`src/rtl/bcd_display_scan_if.sv`:
```
// Bus bundle between the BCD ALU front-end (master) and the 7-segment scanner (slave):
// captured result/flags inward, multiplexed digit enables, segments and frame pulse outward.
interface bcd_display_scan_if #(
    parameter int NUM_DIGITS = 9
);
    logic                      load;
    logic [4*NUM_DIGITS-1:0]   result;
    logic                      carry_out;
    logic                      overflow;
    logic                      zero;
    logic [NUM_DIGITS-1:0]     an;
    logic [6:0]                seg;
    logic                      dp;
    logic                      frame_done;

    modport master (
        output load, result, carry_out, overflow, zero,
        input  an, seg, dp, frame_done
    );

    modport slave (
        input  load, result, carry_out, overflow, zero,
        output an, seg, dp, frame_done
    );
endinterface

```
`src/rtl/bcd_display_scan.sv`:
```
// Frame-synchronous scanner driving a packed-BCD result onto a common-anode 7-segment display.
// Optional LEADING_ZERO_BLANK_EN blanks digits above the most significant nonzero digit.
module bcd_display_scan #(
    parameter int NUM_DIGITS  = 9,
    parameter int REFRESH_DIV = 50000
) (
    input logic               clk,
    input logic               rst_n,
    bcd_display_scan_if.slave bus
);
    localparam int RW = 4 * NUM_DIGITS;
    localparam int CW = (REFRESH_DIV > 1) ? $clog2(REFRESH_DIV) : 1;
    localparam int IW = (NUM_DIGITS > 1) ? $clog2(NUM_DIGITS) : 1;
    localparam logic [CW-1:0] CNT_LAST = CW'(REFRESH_DIV - 1);
    localparam logic [IW-1:0] IDX_LAST = IW'(NUM_DIGITS - 1);

    typedef enum logic [0:0] {BLANK = 1'b0, SCAN = 1'b1} state_t;

    typedef struct packed {
        logic [RW-1:0] result;
        logic          carry;
        logic          ovf;
        logic          zero;
    } snap_t;

    function automatic logic [6:0] bcd_glyph(input logic [3:0] nib);
        logic [6:0] g;
        case (nib)
            4'd0:    g = 7'h40;
            4'd1:    g = 7'h79;
            4'd2:    g = 7'h24;
            4'd3:    g = 7'h30;
            4'd4:    g = 7'h19;
            4'd5:    g = 7'h12;
            4'd6:    g = 7'h02;
            4'd7:    g = 7'h78;
            4'd8:    g = 7'h00;
            4'd9:    g = 7'h10;
            default: g = 7'h3F;
        endcase
        return g;
    endfunction

`ifdef LEADING_ZERO_BLANK_EN
    // Invalid nibbles count as significant so they are never blanked away.
    function automatic logic [IW-1:0] msd_index(input logic [RW-1:0] r);
        logic [IW-1:0] m;
        m = '0;
        for (int k = 0; k < NUM_DIGITS; k++) begin
            m = (r[4*k +: 4] != 4'd0) ? IW'(k) : m;
        end
        return m;
    endfunction
`endif

    state_t                state_r;
    logic [CW-1:0]         cnt_r;
    logic [IW-1:0]         idx_r;
    snap_t                 shadow_r;
    snap_t                 active_r;
    logic [NUM_DIGITS-1:0] an_r;
    logic [6:0]            seg_r;
    logic                  dp_r;
    logic                  frame_done_r;

    snap_t                 incoming_s;
    logic [3:0]            digit_s;
    logic                  blank_s;
    logic [6:0]            glyph_s;
    logic                  dp_s;
    logic [NUM_DIGITS-1:0] an_s;

    assign incoming_s = '{result: bus.result, carry: bus.carry_out,
                          ovf: bus.overflow, zero: bus.zero};

    // Glyph, decimal point and enable pattern for the digit currently indexed
    always_comb begin
        digit_s = 4'd0;
        an_s    = '1;
        for (int k = 0; k < NUM_DIGITS; k++) begin
            digit_s  = digit_s | ((idx_r == IW'(k)) ? active_r.result[4*k +: 4] : 4'd0);
            an_s[k]  = (idx_r == IW'(k)) ? 1'b0 : 1'b1;
        end
`ifdef LEADING_ZERO_BLANK_EN
        blank_s = (idx_r > msd_index(active_r.result));
`else
        blank_s = 1'b0;
`endif
        if (active_r.ovf) begin
            glyph_s = 7'h06;
        end else if (blank_s) begin
            glyph_s = 7'h7F;
        end else begin
            glyph_s = bcd_glyph(digit_s);
        end
        if (active_r.ovf) begin
            dp_s = 1'b1;
        end else if ((idx_r == IDX_LAST) && active_r.carry) begin
            dp_s = 1'b0;
        end else if ((idx_r == '0) && active_r.zero) begin
            dp_s = 1'b0;
        end else begin
            dp_s = 1'b1;
        end
    end

    // Scan FSM, shadow/active capture and registered display outputs
    always_ff @(posedge clk or negedge rst_n) begin
        if (!rst_n) begin
            state_r      <= BLANK;
            cnt_r        <= '0;
            idx_r        <= '0;
            shadow_r     <= '0;
            active_r     <= '0;
            an_r         <= '1;
            seg_r        <= 7'h7F;
            dp_r         <= 1'b1;
            frame_done_r <= 1'b0;
        end else begin
            frame_done_r <= 1'b0;
            case (state_r)
                BLANK: begin
                    an_r  <= '1;
                    seg_r <= 7'h7F;
                    dp_r  <= 1'b1;
                    if (bus.load) begin
                        state_r  <= SCAN;
                        shadow_r <= incoming_s;
                        active_r <= incoming_s;
                        cnt_r    <= '0;
                        idx_r    <= '0;
                    end
                end
                SCAN: begin
                    an_r  <= an_s;
                    seg_r <= glyph_s;
                    dp_r  <= dp_s;
                    if (bus.load) begin
                        shadow_r <= incoming_s;
                    end
                    if (cnt_r == CNT_LAST) begin
                        cnt_r <= '0;
                        if (idx_r == IDX_LAST) begin
                            // Frame wrap: a coincident load bypasses the shadow copy.
                            idx_r        <= '0;
                            frame_done_r <= 1'b1;
                            active_r     <= bus.load ? incoming_s : shadow_r;
                        end else begin
                            idx_r <= idx_r + IW'(1);
                        end
                    end else begin
                        cnt_r <= cnt_r + CW'(1);
                    end
                end
                default: begin
                    state_r <= BLANK;
                end
            endcase
        end
    end

    assign bus.an         = an_r;
    assign bus.seg        = seg_r;
    assign bus.dp         = dp_r;
    assign bus.frame_done = frame_done_r;
endmodule

```
`src/flat_wrapper.sv`:
```
// flat-port wrapper written by rule: the top's interface ports become plain ports
module bcd_display_scan_flat 
#(
    parameter int NUM_DIGITS  = 9,
    parameter int REFRESH_DIV = 50000
)
  (clk, rst_n, bus_load, bus_result, bus_carry_out, bus_overflow, bus_zero, bus_an, bus_seg, bus_dp, bus_frame_done);
  bcd_display_scan_if #(.NUM_DIGITS(NUM_DIGITS)) bus_i ();
  input logic clk;
  input logic rst_n;
  input wire logic [$bits(bus_i.load)-1:0] bus_load;
  input wire logic [$bits(bus_i.result)-1:0] bus_result;
  input wire logic [$bits(bus_i.carry_out)-1:0] bus_carry_out;
  input wire logic [$bits(bus_i.overflow)-1:0] bus_overflow;
  input wire logic [$bits(bus_i.zero)-1:0] bus_zero;
  output wire logic [$bits(bus_i.an)-1:0] bus_an;
  output wire logic [$bits(bus_i.seg)-1:0] bus_seg;
  output wire logic [$bits(bus_i.dp)-1:0] bus_dp;
  output wire logic [$bits(bus_i.frame_done)-1:0] bus_frame_done;
  assign bus_i.load = bus_load;
  assign bus_i.result = bus_result;
  assign bus_i.carry_out = bus_carry_out;
  assign bus_i.overflow = bus_overflow;
  assign bus_i.zero = bus_zero;
  assign bus_an = bus_i.an;
  assign bus_seg = bus_i.seg;
  assign bus_dp = bus_i.dp;
  assign bus_frame_done = bus_i.frame_done;
  bcd_display_scan #(.NUM_DIGITS(NUM_DIGITS), .REFRESH_DIV(REFRESH_DIV)) u_core (.clk(clk), .rst_n(rst_n), .bus(bus_i));
endmodule
```
`config.mk`:
```
export PLATFORM = sky130hd
export DESIGN_NAME = bcd_display_scan_flat
export DESIGN_NICKNAME = d
export VERILOG_FILES = /design/src/rtl/bcd_display_scan_if.sv /design/src/rtl/bcd_display_scan.sv /design/src/flat_wrapper.sv
export SDC_FILE = /design/constraint.sdc
export NUM_CORES = 1
export LEC_CHECK = 0
export CAP_MARGIN = 20
export CORE_MARGIN = 2
export CORE_UTILIZATION = 35
export CTS_CLUSTER_SIZE = 30
export DETAILED_ROUTE_END_ITERATION = 10
export GPL_TIMING_DRIVEN = 0
export MAX_ROUTING_LAYER = met4
export SLEW_MARGIN = 20
export SYNTH_ARGS = -nofsm -noshare
export SYNTH_HDL_FRONTEND = slang
export SYNTH_SLANG_ARGS = --single-unit
```
`constraint.sdc`:
```
create_clock -name clk -period 3.35 [get_ports clk]
set_input_delay 0.8375 -clock clk [delete_from_list [all_inputs] [get_ports clk]]
set_output_delay 0.8375 -clock clk [all_outputs]
set_load 0.01 [all_outputs]
```
==> impl_metrics.tcl <==
set metrics [dict create \
    hold_class "in2async" \
    gp_congestion 0.857 \
    ant_nets 0 \
    async_reset_ff_frac 1.00 \
    ys_seq_area_frac 0.533 \
    critPathRequiredTime_ns 3.67 \
    fillers 1437 \
    avgSynthCellArea_um2 11.2 \
    max_freq_mhz 313 \
    wl_um 12700 \
    io_pins 60 \
    crit_end "u_core.bus.seg[1]" \
    drc 0 \
    track_usage 0.170 \
    hpwl_um 9240 \
    place_inst 766 \
    multi_input_area_mm2 0.00241 \
    n_antenna_cell 0 \
    die_x_um 130 \
    worst-setup-path-type "reg2reg" \
    antenna_found_initial 0 \
    cts_num_sinks 117 \
    slew_viol_final 0 \
    r2r_slack_ns 0.16 \
    netlist_top_cells_area "dfrtp_1, mux2_2, dfstp_2" \
    cts_tree "yes" \
    finalInstanceArea_mm2 0.00701 \
    initial_core_util 0.361 \
    cellLeakagePower_nw 3.21 \
    grt_util_met3 0.0339 \
    min_period_ns 3.19 \
    tritoncts.num_buffers 17 \
    worst_pin_slew_ns 0.847 \
    grt-busiest-layer "met2" \
    end_kind "register" \
    cts_resized 0 \
    fin_total_pwr_mw 4.46 \
    max_cap_viol_count 0 \
    die_h_um 130 \
    first_pass_iters 4 \
    final_cell_mix "dfrtp_1, nand2_1, clkdlybuf4s50_1" \
    power_per_cell_area_mw_per_mm2 636 \
    grt_max_degree 64 \
    grt_pass1_wl_um 21400 \
    drtIter0Drc 339 \
    r2r_cells 10 \
    clk_latency_ns 0.42 \
    setup_viol 0 \
    status "finished clean" \
    grt_setup_unrepaired "false" \
    via_count 4023 \
    ys.flop_type "dfrtp_1" \
    fin_cells 797 \
    synth_cell_type_count 52 \
    clkTransAtPathRegs_ns 0.05 \
    via_per_inst 5.05 \
    ys_seq_elements 117 \
    clockRootBuffer "clkbuf_16" \
    r2r_end "u_core.bus.seg[1]" \
    grt_pass1_vias 4167 \
    routedWlPerCell_um 16.0 \
    use_met2 0.260 \
    fin_nets 627 \
    synth_top_cell_area_share 0.453 \
    cts_max_level 4 \
    start_kind "register" \
    postCtsSetupBuffers 0 \
    core_area_mm2 0.0153 \
    hold_viol 0 \
    layout.cells.most_common "dfrtp_1" \
    ctsLongestPathBuffers 2 \
    crit_start "u_core.idx_r[0]" \
    drive_above_1_share 0.174 \
    path_max_fanout 9 \
    relSlewSlack 0.434 \
    skew_ns 0.0119 \
    r2r_start "u_core.idx_r[0]" \
    synth_nets 548 \
    finalCritPeriodShare 0.952 \
    portBuffers 59 \
    preCtsSetupSlack_ns 0.115 \
    regArea_mm2 0.00295 \
    fp-row-count 45 \
    synth_edf_count 0 \
    synth_cells 495 \
    worst_slack_ns 0.159 \
    yosysTopAreaCell "dfrtp_1" \
    irDropWorstVdd_mv 0.400 \
    dieArea_mm2 0.0168 \
    place_area_mm2 0.00641 \
    grt_overflow 0 \
    ys.warnings.count 0 \
    area_growth_pct 26.8 \
    synth.cell_area_mm2 0.00553 \
    cts_hold_buf 0 \
    arrival_ns 3.51 \
    use_met1 0.219 \
]
==> power by group <==
group	switching (mW)	internal, mW	leakage [nW]
sequential	0.150	1.67	1.38
clock	0.629	1.22	0.296
combinational	0.397	0.398	1.54
==> cell families (layout without fill, tap and decap cells) <==
group / after synthesis / in the layout / synth area share
compound gates: 105 / 105 / 0.126
xor+xnor: 4 / 4 / 0.00634
fa+ha+maj: 11 / 11 / 0.0249
buf+inv: 43 / 134 / 0.0306
flops: 117 / 117 / 0.533
mux: 87 / 87 / 0.168
simple gates: 128 / 128 / 0.111
==> metrics by stage <==
step | setup TNS (ns) | util | hold WS (ns)
after global routing | 0 | 0.458 | 0.404
after CTS | 0 | 0.458 | 0.381
after global placement | -322.80 | 0.417 | 0.462
after floorplan | 0 | - | 0.442
after detailed placement | 0 | 0.419 | 0.466
final | 0 | 0.458 | 0.367
==> sequential cells by signal, indices dropped and copies added (netlist names) <==
signal                 cells
u_core.active_r           39
u_core.shadow_r           39
u_core.cnt_r              16
u_core.bus.an              9
u_core.bus.seg             7
u_core.idx_r               4
u_core.bus.dp              1
u_core.bus.frame_done      1
u_core.state_r             1
==> layout make-up <==
cell class,count,share of cell area
flip-flops and latches,117,0.421
multi-input cells,335,0.344
repair buffers,60,0.0883
clock buffers,22,0.0676
well taps,211,0.0377
clock inverters,9,0.0180
plain buffers,31,0.0177
inverters,12,0.00642
==> routing by layer <==
metal	vias up	wire [um]
li1	1931	-
met1	2002	6120
met2	76	6000
met3	14	457
met4	0	163
met5	-	0
==> synth_stat cells, types with 2 or more instances <==
library cell / instances
a21oi_1: 10
a31o_2: 3
mux2i_1: 42
ha_1: 11
nand3_1: 16
xnor2_1: 4
and3_1: 10
nand4_1: 5
a32oi_1: 3
dfstp_2: 17
dfrtp_1: 100
buf_2: 5
o21ai_0: 41
mux2_1: 3
o211ai_1: 2
inv_1: 11
and3b_1: 2
clkbuf_1: 22
o31ai_1: 5
mux2_2: 42
a31oi_1: 2
and2_1: 7
nand2_1: 62
o21ai_1: 11
o21a_1: 2
o22ai_1: 3
nor4bb_1: 2
nor2_1: 13
a22o_1: 11
buf_1: 3
a211o_1: 2
nor2b_1: 3
==> critical path, cell delays in order, from the launching register on <==
cell and delay (ns):
dfrtp_1 0.44, inv_1 0.14, ha_1 0.16, clkbuf_1 0.40, a22o_1 0.22, a21oi_1 0.07, o2111ai_1 0.69, inv_1 0.20
ha_1 0.37, o21a_1 0.20, o21ai_0 0.19
==> worst min path at each step <==
stage | end | depth (start not counted)
after floorplan | u_core.active_r[12] | 2
after global placement | u_core.active_r[2] | 2
after detailed placement | u_core.active_r[8] | 2
after CTS | u_core.cnt_r[5] | 1
after global routing | u_core.cnt_r[5] | 1
final | u_core.cnt_r[5] | 1
Note: power is estimated with default switching activity, not from simulation.
